--- config.mk ---
export PLATFORM = sky130hd
export DESIGN_NAME = convclk_grayffpf_flat
export DESIGN_NICKNAME = d
export VERILOG_FILES = /design/src/rtl/convclk_grayffpf_if.sv /design/src/rtl/convclk_grayffpf.sv /design/src/flat_wrapper.sv
export SDC_FILE = /design/constraint.sdc
export NUM_CORES = 1
export LEC_CHECK = 0
export BUFFER_PORTS_ARGS = -buffer_cell sky130_fd_sc_hd__buf_2
export CAP_MARGIN = 0
export CORE_ASPECT_RATIO = 1.75
export CORE_MARGIN = 1.5
export CORE_UTILIZATION = 52
export CTS_CLUSTER_DIAMETER = 40
export DETAILED_ROUTE_END_ITERATION = 12
export HOLD_SLACK_MARGIN = 0.1
export PLACE_DENSITY = 0.82
export SYNTH_ARGS = -nofsm -noshare
export SYNTH_HDL_FRONTEND = slang
export SYNTH_SLANG_ARGS = --single-unit
--- constraint.sdc ---
create_clock -name rdclk -period 2 [get_ports rdclk]
set_input_delay 0 -clock rdclk [delete_from_list [all_inputs] [get_ports rdclk]]
set_output_delay 0 -clock rdclk [all_outputs]
set_load 0.01 [all_outputs]
--- src/rtl/convclk_grayffpf_if.sv ---
// convclk_grayffpf_if: controller, RAM and consumer signals of the read-side prefetch stage
interface convclk_grayffpf_if #(
  parameter int DATW = 32,
  parameter int BUFD = 4
);
  localparam int CNTW = $clog2(BUFD + 1);
  logic            fifonemp;
  logic            read;
  logic [DATW-1:0] ramdo;
  logic            fiford;
  logic            fifoflush;
  logic            flushout;
  logic [DATW-1:0] dout;
  logic            dvalid;
  logic            dready;
  logic [CNTW-1:0] occ;
  logic            err;
  modport slave (
    input  fifonemp, read, ramdo, fifoflush, dready,
    output fiford, flushout, dout, dvalid, occ, err
  );
  modport master (
    output fifonemp, read, ramdo, fifoflush, dready,
    input  fiford, flushout, dout, dvalid, occ, err
  );
endinterface

--- src/rtl/convclk_grayffpf.sv ---
// convclk_grayffpf: prefetch stage hiding RAM read latency behind a credit-limited valid/ready buffer
module convclk_grayffpf #(
  parameter int DATW  = 32,
  parameter int RDLAT = 2,
  parameter int BUFD  = 4
) (
  input logic               rdclk,
  input logic               rdrst_,
  convclk_grayffpf_if.slave bus
);
  localparam int CNTW = $clog2(BUFD + 1);
  localparam int PTRW = $clog2(BUFD);
  logic [DATW-1:0]  mem_q [BUFD];
  logic [CNTW-1:0]  occ_q, occ_d, inflight;
  logic [PTRW-1:0]  wptr_q, wptr_d, rptr_q, rptr_d;
  logic [RDLAT-1:0] pipe_q, pipe_d;
  logic             rstdone_q, err_q, err_d;
  logic             push, pop, full, wr_en;
  function automatic logic [PTRW-1:0] nxt(input logic [PTRW-1:0] p);
    return p == PTRW'(BUFD - 1) ? '0 : p + PTRW'(1);
  endfunction
  always_comb begin
    inflight = '0;
    for (int i = 0; i < RDLAT; i++) inflight = inflight + CNTW'(pipe_q[i]);
  end
  assign push  = pipe_q[RDLAT-1];
  assign pop   = bus.dvalid & bus.dready;
  assign full  = occ_q == CNTW'(BUFD);
  assign wr_en = push & ~bus.fifoflush & (~full | pop);
  // credit counts words already buffered plus reads still in the RAM pipe
  assign bus.fiford   = rstdone_q & ~bus.fifoflush &
                        (({1'b0, occ_q} + {1'b0, inflight}) < (CNTW + 1)'(BUFD));
  assign bus.flushout = bus.fifoflush;
  assign bus.dvalid   = occ_q != '0;
  assign bus.dout     = mem_q[rptr_q];
  assign bus.occ      = occ_q;
  assign bus.err      = err_q;
  always_comb begin
    pipe_d = bus.fifoflush ? '0 : (pipe_q << 1) | RDLAT'(bus.read);
    wptr_d = bus.fifoflush ? '0 : wr_en ? nxt(wptr_q) : wptr_q;
    rptr_d = bus.fifoflush ? '0 : pop ? nxt(rptr_q) : rptr_q;
    occ_d  = bus.fifoflush ? '0 : occ_q + CNTW'(wr_en) - CNTW'(pop);
    err_d  = err_q | (push & ~bus.fifoflush & ~wr_en);
  end
  always_ff @(posedge rdclk or negedge rdrst_) begin
    if (!rdrst_) begin
      occ_q     <= '0;
      wptr_q    <= '0;
      rptr_q    <= '0;
      pipe_q    <= '0;
      rstdone_q <= 1'b0;
      err_q     <= 1'b0;
      for (int i = 0; i < BUFD; i++) mem_q[i] <= '0;
    end else begin
      occ_q     <= occ_d;
      wptr_q    <= wptr_d;
      rptr_q    <= rptr_d;
      pipe_q    <= pipe_d;
      rstdone_q <= 1'b1;
      err_q     <= err_d;
      if (wr_en) mem_q[wptr_q] <= bus.ramdo;
    end
  end
endmodule

--- src/flat_wrapper.sv ---
// flat-port wrapper written by rule: the top's interface ports become plain ports
module convclk_grayffpf_flat 
#(
  parameter int DATW  = 32,
  parameter int RDLAT = 2,
  parameter int BUFD  = 4
)
  (rdclk, rdrst_, bus_fifonemp, bus_read, bus_ramdo, bus_fifoflush, bus_dready, bus_fiford, bus_flushout, bus_dout, bus_dvalid, bus_occ, bus_err);
  convclk_grayffpf_if #(.DATW(DATW), .BUFD(BUFD)) bus_i ();
  input logic rdclk;
  input logic rdrst_;
  input wire logic [$bits(bus_i.fifonemp)-1:0] bus_fifonemp;
  input wire logic [$bits(bus_i.read)-1:0] bus_read;
  input wire logic [$bits(bus_i.ramdo)-1:0] bus_ramdo;
  input wire logic [$bits(bus_i.fifoflush)-1:0] bus_fifoflush;
  input wire logic [$bits(bus_i.dready)-1:0] bus_dready;
  output wire logic [$bits(bus_i.fiford)-1:0] bus_fiford;
  output wire logic [$bits(bus_i.flushout)-1:0] bus_flushout;
  output wire logic [$bits(bus_i.dout)-1:0] bus_dout;
  output wire logic [$bits(bus_i.dvalid)-1:0] bus_dvalid;
  output wire logic [$bits(bus_i.occ)-1:0] bus_occ;
  output wire logic [$bits(bus_i.err)-1:0] bus_err;
  assign bus_i.fifonemp = bus_fifonemp;
  assign bus_i.read = bus_read;
  assign bus_i.ramdo = bus_ramdo;
  assign bus_i.fifoflush = bus_fifoflush;
  assign bus_i.dready = bus_dready;
  assign bus_fiford = bus_i.fiford;
  assign bus_flushout = bus_i.flushout;
  assign bus_dout = bus_i.dout;
  assign bus_dvalid = bus_i.dvalid;
  assign bus_occ = bus_i.occ;
  assign bus_err = bus_i.err;
  convclk_grayffpf #(.DATW(DATW), .RDLAT(RDLAT), .BUFD(BUFD)) u_core (.rdclk(rdclk), .rdrst_(rdrst_), .bus(bus_i));
endmodule
==> results of run 1 <==
==> final timing paths <==
path | to | slack [ns] | cells after the start
worst max-delay path | u_core.bus.occ[2] | -0.09 | 9
worst min-delay path | u_core.mem_q[78] | 0.13 | 2
worst max register to register | u_core.bus.occ[2] | -0.09 | 9
worst min register to register | u_core.mem_q[46] | 0.48 | 1
max in group asynchronous | u_core.mem_q[58] | 1.17 | 3
min in group rdclk | u_core.rptr_q[1] | 0.17 | 4
==> registers in the layout (all words and copies together) (netlist names) <==
signal / cells
u_core.wptr_q: 2
u_core.bus.err: 1
u_core.rstdone_q: 1
u_core.rptr_q: 2
u_core.mem_q: 128
u_core.bus.occ: 3
u_core.pipe_q: 2
==> routing by layer <==
layer | vias up | wire length, um
met5 | - | 0
met4 | 0 | 325
met3 | 26 | 349
met2 | 68 | 7380
met1 | 1951 | 5040
li1 | 1637 | -
==> power by group <==
part           switching, W  total [W]  internal [W]
clock network       0.00119    0.00319       0.00200
logic               0.00115    0.00259       0.00145
registers          0.000238    0.00347       0.00324
==> area by class of cell <==
cell class,instances,area share [%]
clock buffer,18,5.51
clock inverter,14,2.12
inverter,7,0.330
multi-input combinational,199,32.6
sequential,139,43.7
tap,135,2.12
timing repair buffer,144,13.6
==> cell families after synthesis <==
family,count (synthesis)
multiplexers,161
buffers and inverters,32
flip-flops,139
adder cells (fa/ha/maj),9
XOR/XNOR,3
AO/OA/AOI/OAI,6
AND/OR/NAND/NOR,19
other,1
==> what timing repair did <==
item,4_1_cts,5_1_grt
hold buffers,35,0
resized for setup,7,18
setup endpoints to repair,4,117
gates cloned,0,2
pin swaps,1,4
hold endpoints to repair,270,0
setup buffers,4,4
==> metrics by stage <==
stage / power (W) / instance area [um2] / hold WS (ns) / setup WS (ns) / setup TNS [ns]
2_1_floorplan: 0.00507 / 6200 / -0.296 / -0.0634 / -0.0634
3_3_place_gp: 0.00592 / 6850 / -0.00662 / -0.00332 / -0.00332
3_5_place_dp: 0.00601 / 6850 / 0.00701 / -0.0836 / -0.0836
4_1_cts: 0.00930 / 7860 / 0.153 / -0.108 / -0.200
5_1_grt: 0.00968 / 7970 / 0.140 / -0.166 / -1.13
6_report: 0.00926 / 7970 / 0.126 / -0.0887 / -0.145
==> critical path: stages (launching register included) <==
cell	delay [ns]
dfrtp_2	0.41
o31a_1	0.31
ha_1	0.27
inv_1	0.06
ha_1	0.13
inv_1	0.05
fa_2	0.34
xor2_2	0.16
and2_1	0.16
nor3_2	0.10
==> cells in the final DEF, fill, tap and decap left out, drive strengths merged, types with 3 or more instances in the layout <==
cell type and count:
mux4 32, nor4b 3, clkbuf 18, ha 8
bufinv 3, clkinv 7, nor2b 3, mux2 129
nor2 5, buf 109, dlygate4sd3 35, dfrtp 139
inv 9
==> results.cfg, run 1 <==
[yosys]
seq_area_frac_synth_pct = 56.2
synth_edf_count = 0
yosysTopAreaCellShare_pct = 56.2
synth_cells = 370
synth_xor_area_share_pct = 0.424
ys.flop_type = dfrtp_1
synth_mux_area_share_pct = 35.1
synthesis.area_um2 = 6190
synth_simple_gate_area_share_pct = 2.42
yosysWarnings = 0
postSynth.asyncResetShare_pct = 100
synth_cell_types = 30
synth_fa_ha_area_share_pct = 1.94
avgSynthCellArea_um2 = 16.7
yosys.area.top_type = dfrtp_1
syn_nets = 417
synth_common_cells = dfrtp_1 (139), mux2_2 (125), mux4_2 (32)
synth_area_leaders = dfrtp_1 (56%), mux2_2 (23%), mux4_2 (12%)
synth_top_family_by_area = multiplexers
synth.most_common_cell = dfrtp_1
synth-seq-cells = 139
synth-compound-area-share_pct = 0.687

[floorplan]
die-area_um2 = 12600
io_pins = 77
die_w_um = 85.5
fp-row-count = 52
start_util_pct = 53.5
die_h_um = 147
core-area_um2 = 11600

[global_routing]
overflow = 0
grtUsageTotal_pct = 22.1
top_usage_layer = met2
met1_usage_pct = 25.0
grt_use_met2_pct = 39.8
grt_pass1_wl_mm = 21.1
grt_pass1_vias = 4180
use_met3_pct = 5.39
antenna_found_initial = 0
grt_max_degree = 59

[sta]
period_needed_ns = 2.09
grt_setup_unrepaired = true
max_slew.worst_pin.slew_ns = 0.617
fmax_ghz = 0.479
maxSlewViolCount = 0
finalHoldViolations = 0
post-route-period-util_pct = 104
slew_headroom_pct = 58.3
finalWorstSetupSlack_ns = -0.0887
skew_ns = 0.00843
setup_violations = 2

[critical_path]
crit_start = u_core.bus.occ[2]
reg2reg_from = u_core.bus.occ[2]
worstSetupPathType = reg -> reg
start_kind = flop
crit_path_end_kind = flop
crit_arrival_ns = 2.42
critPathRequiredTime_ns = 2.33
crit_fanout = 2

[clock_tree]
clock_latency_ns = 0.41
cts_buffers = 17
path_clk_slew_ns = 0.06
clock_path_buffers = 2
root_buffer = clkbuf_16
cts_max_level = 4
tritoncts = yes
clock_sinks = 139

[pwr]
power.ir.vdd_worst_uv = 670
power_density_nw_per_um2 = 1160
p_leak_nw = 3.77

[status]
status = finished with violations
violations = design-rule violations, negative setup slack

[finish]
layout.area.seq_um2 = 3490
fin_cells = 656
area_growth_pct = 28.7
drive_gt1_share_pct = 60.8
n_antenna_cell = 0
fill_cells = 789
nets = 555
multi_input_area_um2 = 2600
final_core_util_pct = 68.8

[placement]
gp_congestion = 0.745
port_buffers = 75
dp.cells = 579
hpwl_mm = 8.31

[drt]
post_drt_via_cell_ratio = 5.61
num_vias = 3682
first_pass_iters = 8
wl_per_cell_um = 19.9
drt_iter0_markers = 185
drc = 5
drt-total-wl_mm = 13.1
ant_nets = 0

[run]
drv_cap = 0

[min_path]
hp-class = in -> async
No activity file was read; power rests on OpenSTA's default activity.
==> run 2, diff against run 1 <==
--- a/config.mk
+++ b/config.mk
@@ -14,6 +14,7 @@
 export DETAILED_ROUTE_END_ITERATION = 12
 export HOLD_SLACK_MARGIN = 0.1
 export PLACE_DENSITY = 0.82
+export REMOVE_ABC_BUFFERS = 1
 export SYNTH_ARGS = -nofsm -noshare
 export SYNTH_HDL_FRONTEND = slang
 export SYNTH_SLANG_ARGS = --single-unit
==> constraint.sdc (replaced) <==
create_clock -name rdclk -period 2 [get_ports rdclk]
set_input_delay 0 -clock rdclk [delete_from_list [all_inputs] [get_ports rdclk]]
set_output_delay 0 -clock rdclk [all_outputs]
set_load 0.005 [all_outputs]
==> results.cfg, run 2 (synthesis gave the netlist of run 1 again) <==
[finish]
nets = 550
largest_reg_flops = 128
layout.area.seq_um2 = 3480
multi_input_area_um2 = 2600
top_register = u_core.mem_q
layout_common_cells = dfrtp_1 (137), mux2_2 (125), buf_2 (74), dlygate4sd3_1 (38), mux4_2 (32)
postLayoutCellArea_um2 = 7960
layout_commonest_cell = dfrtp_1
final_core_util_pct = 68.7
area_growth_pct = 28.6
n_antenna_cell = 0
drive_gt1_share_pct = 58.3
fill_cells = 763

[global_routing]
grt_max_degree = 53
use_met3_pct = 5.17
antenna_found_initial = 0
met1_usage_pct = 26.1
grt_use_met2_pct = 40.0
top_usage_layer = met2
grtUsageTotal_pct = 22.5
grt_pass1_vias = 4238
grt_pass1_wl_mm = 21.5
overflow = 0

[clock_tree]
clock_path_buffers = 2
path_clk_slew_ns = 0.06
tritoncts = yes
root_buffer = clkbuf_16
cts_max_level = 4
clock_sinks = 139
clock_latency_ns = 0.41
cts_buffers = 17

[pwr]
combPwrFrac_pct = 27.4
power.ir.vdd_worst_uv = 958
clockPowerShare_pct = 33.4
p_seq_share_pct = 39.2
p_sw_share_pct = 26.1
p_leak_nw = 3.75
p_switching_w = 0.00235
power_density_nw_per_um2 = 1130
p_int_w = 0.00667

[floorplan]
core-area_um2 = 11600
start_util_pct = 53.5
io_pins = 77
die_h_um = 147
fp-row-count = 52
die_w_um = 85.5
die-area_um2 = 12600

[drt]
drt_iter0_markers = 172
post_drt_via_cell_ratio = 5.66
wl_per_cell_um = 20.5
drt-total-wl_mm = 13.3
num_vias = 3682
drc = 5
first_pass_iters = 9
ant_nets = 0

[status]
status = finished with violations
violations = design-rule violations, negative setup slack

[sta]
period_needed_ns = 2.08
grt_setup_unrepaired = true
maxSlewViolCount = 0
fmax_ghz = 0.480
finalWorstSetupSlack_ns = -0.0844
post-route-period-util_pct = 104
tns_ns = -0.104
skew_ns = 0.00658
setup_violations = 2
finalHoldViolations = 0

[critical_path]
critPathRequiredTime_ns = 2.33
worstSetupPathType = reg -> reg
crit_arrival_ns = 2.42
start_kind = flop
slowest_stage = dfrtp_1
path_buf_inv = 2
cp_num_cells = 9
r2r_cells = 9
crit_chain = o31a_1, ha_1, inv_1, ha_1, inv_1, fa_2, xor2_1, and2_4, nor3_4
crit_path_end_kind = flop
crit_family = adder cells
crit_fanout = 2
crit_path_max_incr_delay_ns = 0.38

[min_path]
hp-class = in -> async

[placement]
post_dp_cell_area_um2 = 6880
port_buffers = 75
hpwl_mm = 7.93
gp_congestion = 0.723

[run]
drv_cap = 0
==> run 2: cell types whose count changed in the layout (fill, tap and decap cells not counted), sizes merged <==
cell / change
buf: -9
bufinv: -1
clkbuf: +7
clkinv: -4
dlygate4sd3: +3
inv: -2
==> run 2: layout make-up <==
type                            count  share of cell area, %
Clock inverter                      7                   1.13
Multi-Input combinational cell    199                   32.7
Timing Repair Buffer              139                   13.9
Inverter                            7                  0.330
Sequential cell                   139                   43.8
Tap cell                          135                   2.12
Clock buffer                       24                   6.05
==> run 2: final timing paths <==
kind	startpoint	to	slack, ns
worst max-delay path	u_core.bus.occ[2]	u_core.bus.occ[2]	-0.08
worst min-delay path	rdrst_	u_core.mem_q[61]	0.10
worst max register to register	u_core.bus.occ[2]	u_core.bus.occ[2]	-0.08
worst min register to register	u_core.bus.err	u_core.bus.err	0.48
max in group asynchronous	rdrst_	u_core.mem_q[27]	1.26
min in group rdclk	bus_ramdo[3]	u_core.mem_q[99]	0.40
==> run 2: repair_timing <==
item,4_1_cts,5_1_grt
buffers inserted,3,3
gates resized for setup,6,10
hold endpoints to repair,275,0
cloned,0,2
pin swaps,2,4
endpoints found under the setup margin,2,69
hold buffers,38,0
==> run 2: through the flow <==
step	instances	total power [W]	setup WS (ns)	hold WS, ns
2_1_floorplan	345	0.00485	-2.41	-0.296
3_3_place_gp	574	0.00580	-0.0179	-0.0372
3_5_place_dp	574	0.00590	-0.108	-0.0223
4_1_cts	645	0.00902	-0.0161	0.117
5_1_grt	650	0.00943	-0.163	0.141
6_report	650	0.00902	-0.0844	0.101
==> run 2: per-layer routing <==
metal / vias to the layer above / share of wire (%)
met4: 0 / 1.9
met3: 16 / 3.3
met2: 82 / 56
met1: 1949 / 39
met5: - / 0
li1: 1635 / -
==> run 2: power by group through the flow <==
stage	Clock (W)	Sequential [W]	Combinational, W
global placement	0	0.00352	0.00228
finish	0.00301	0.00354	0.00247
CTS	0.00305	0.00353	0.00244
global route	0.00316	0.00359	0.00268
floorplan	0	0.00361	0.00124
detailed placement	0	0.00357	0.00234
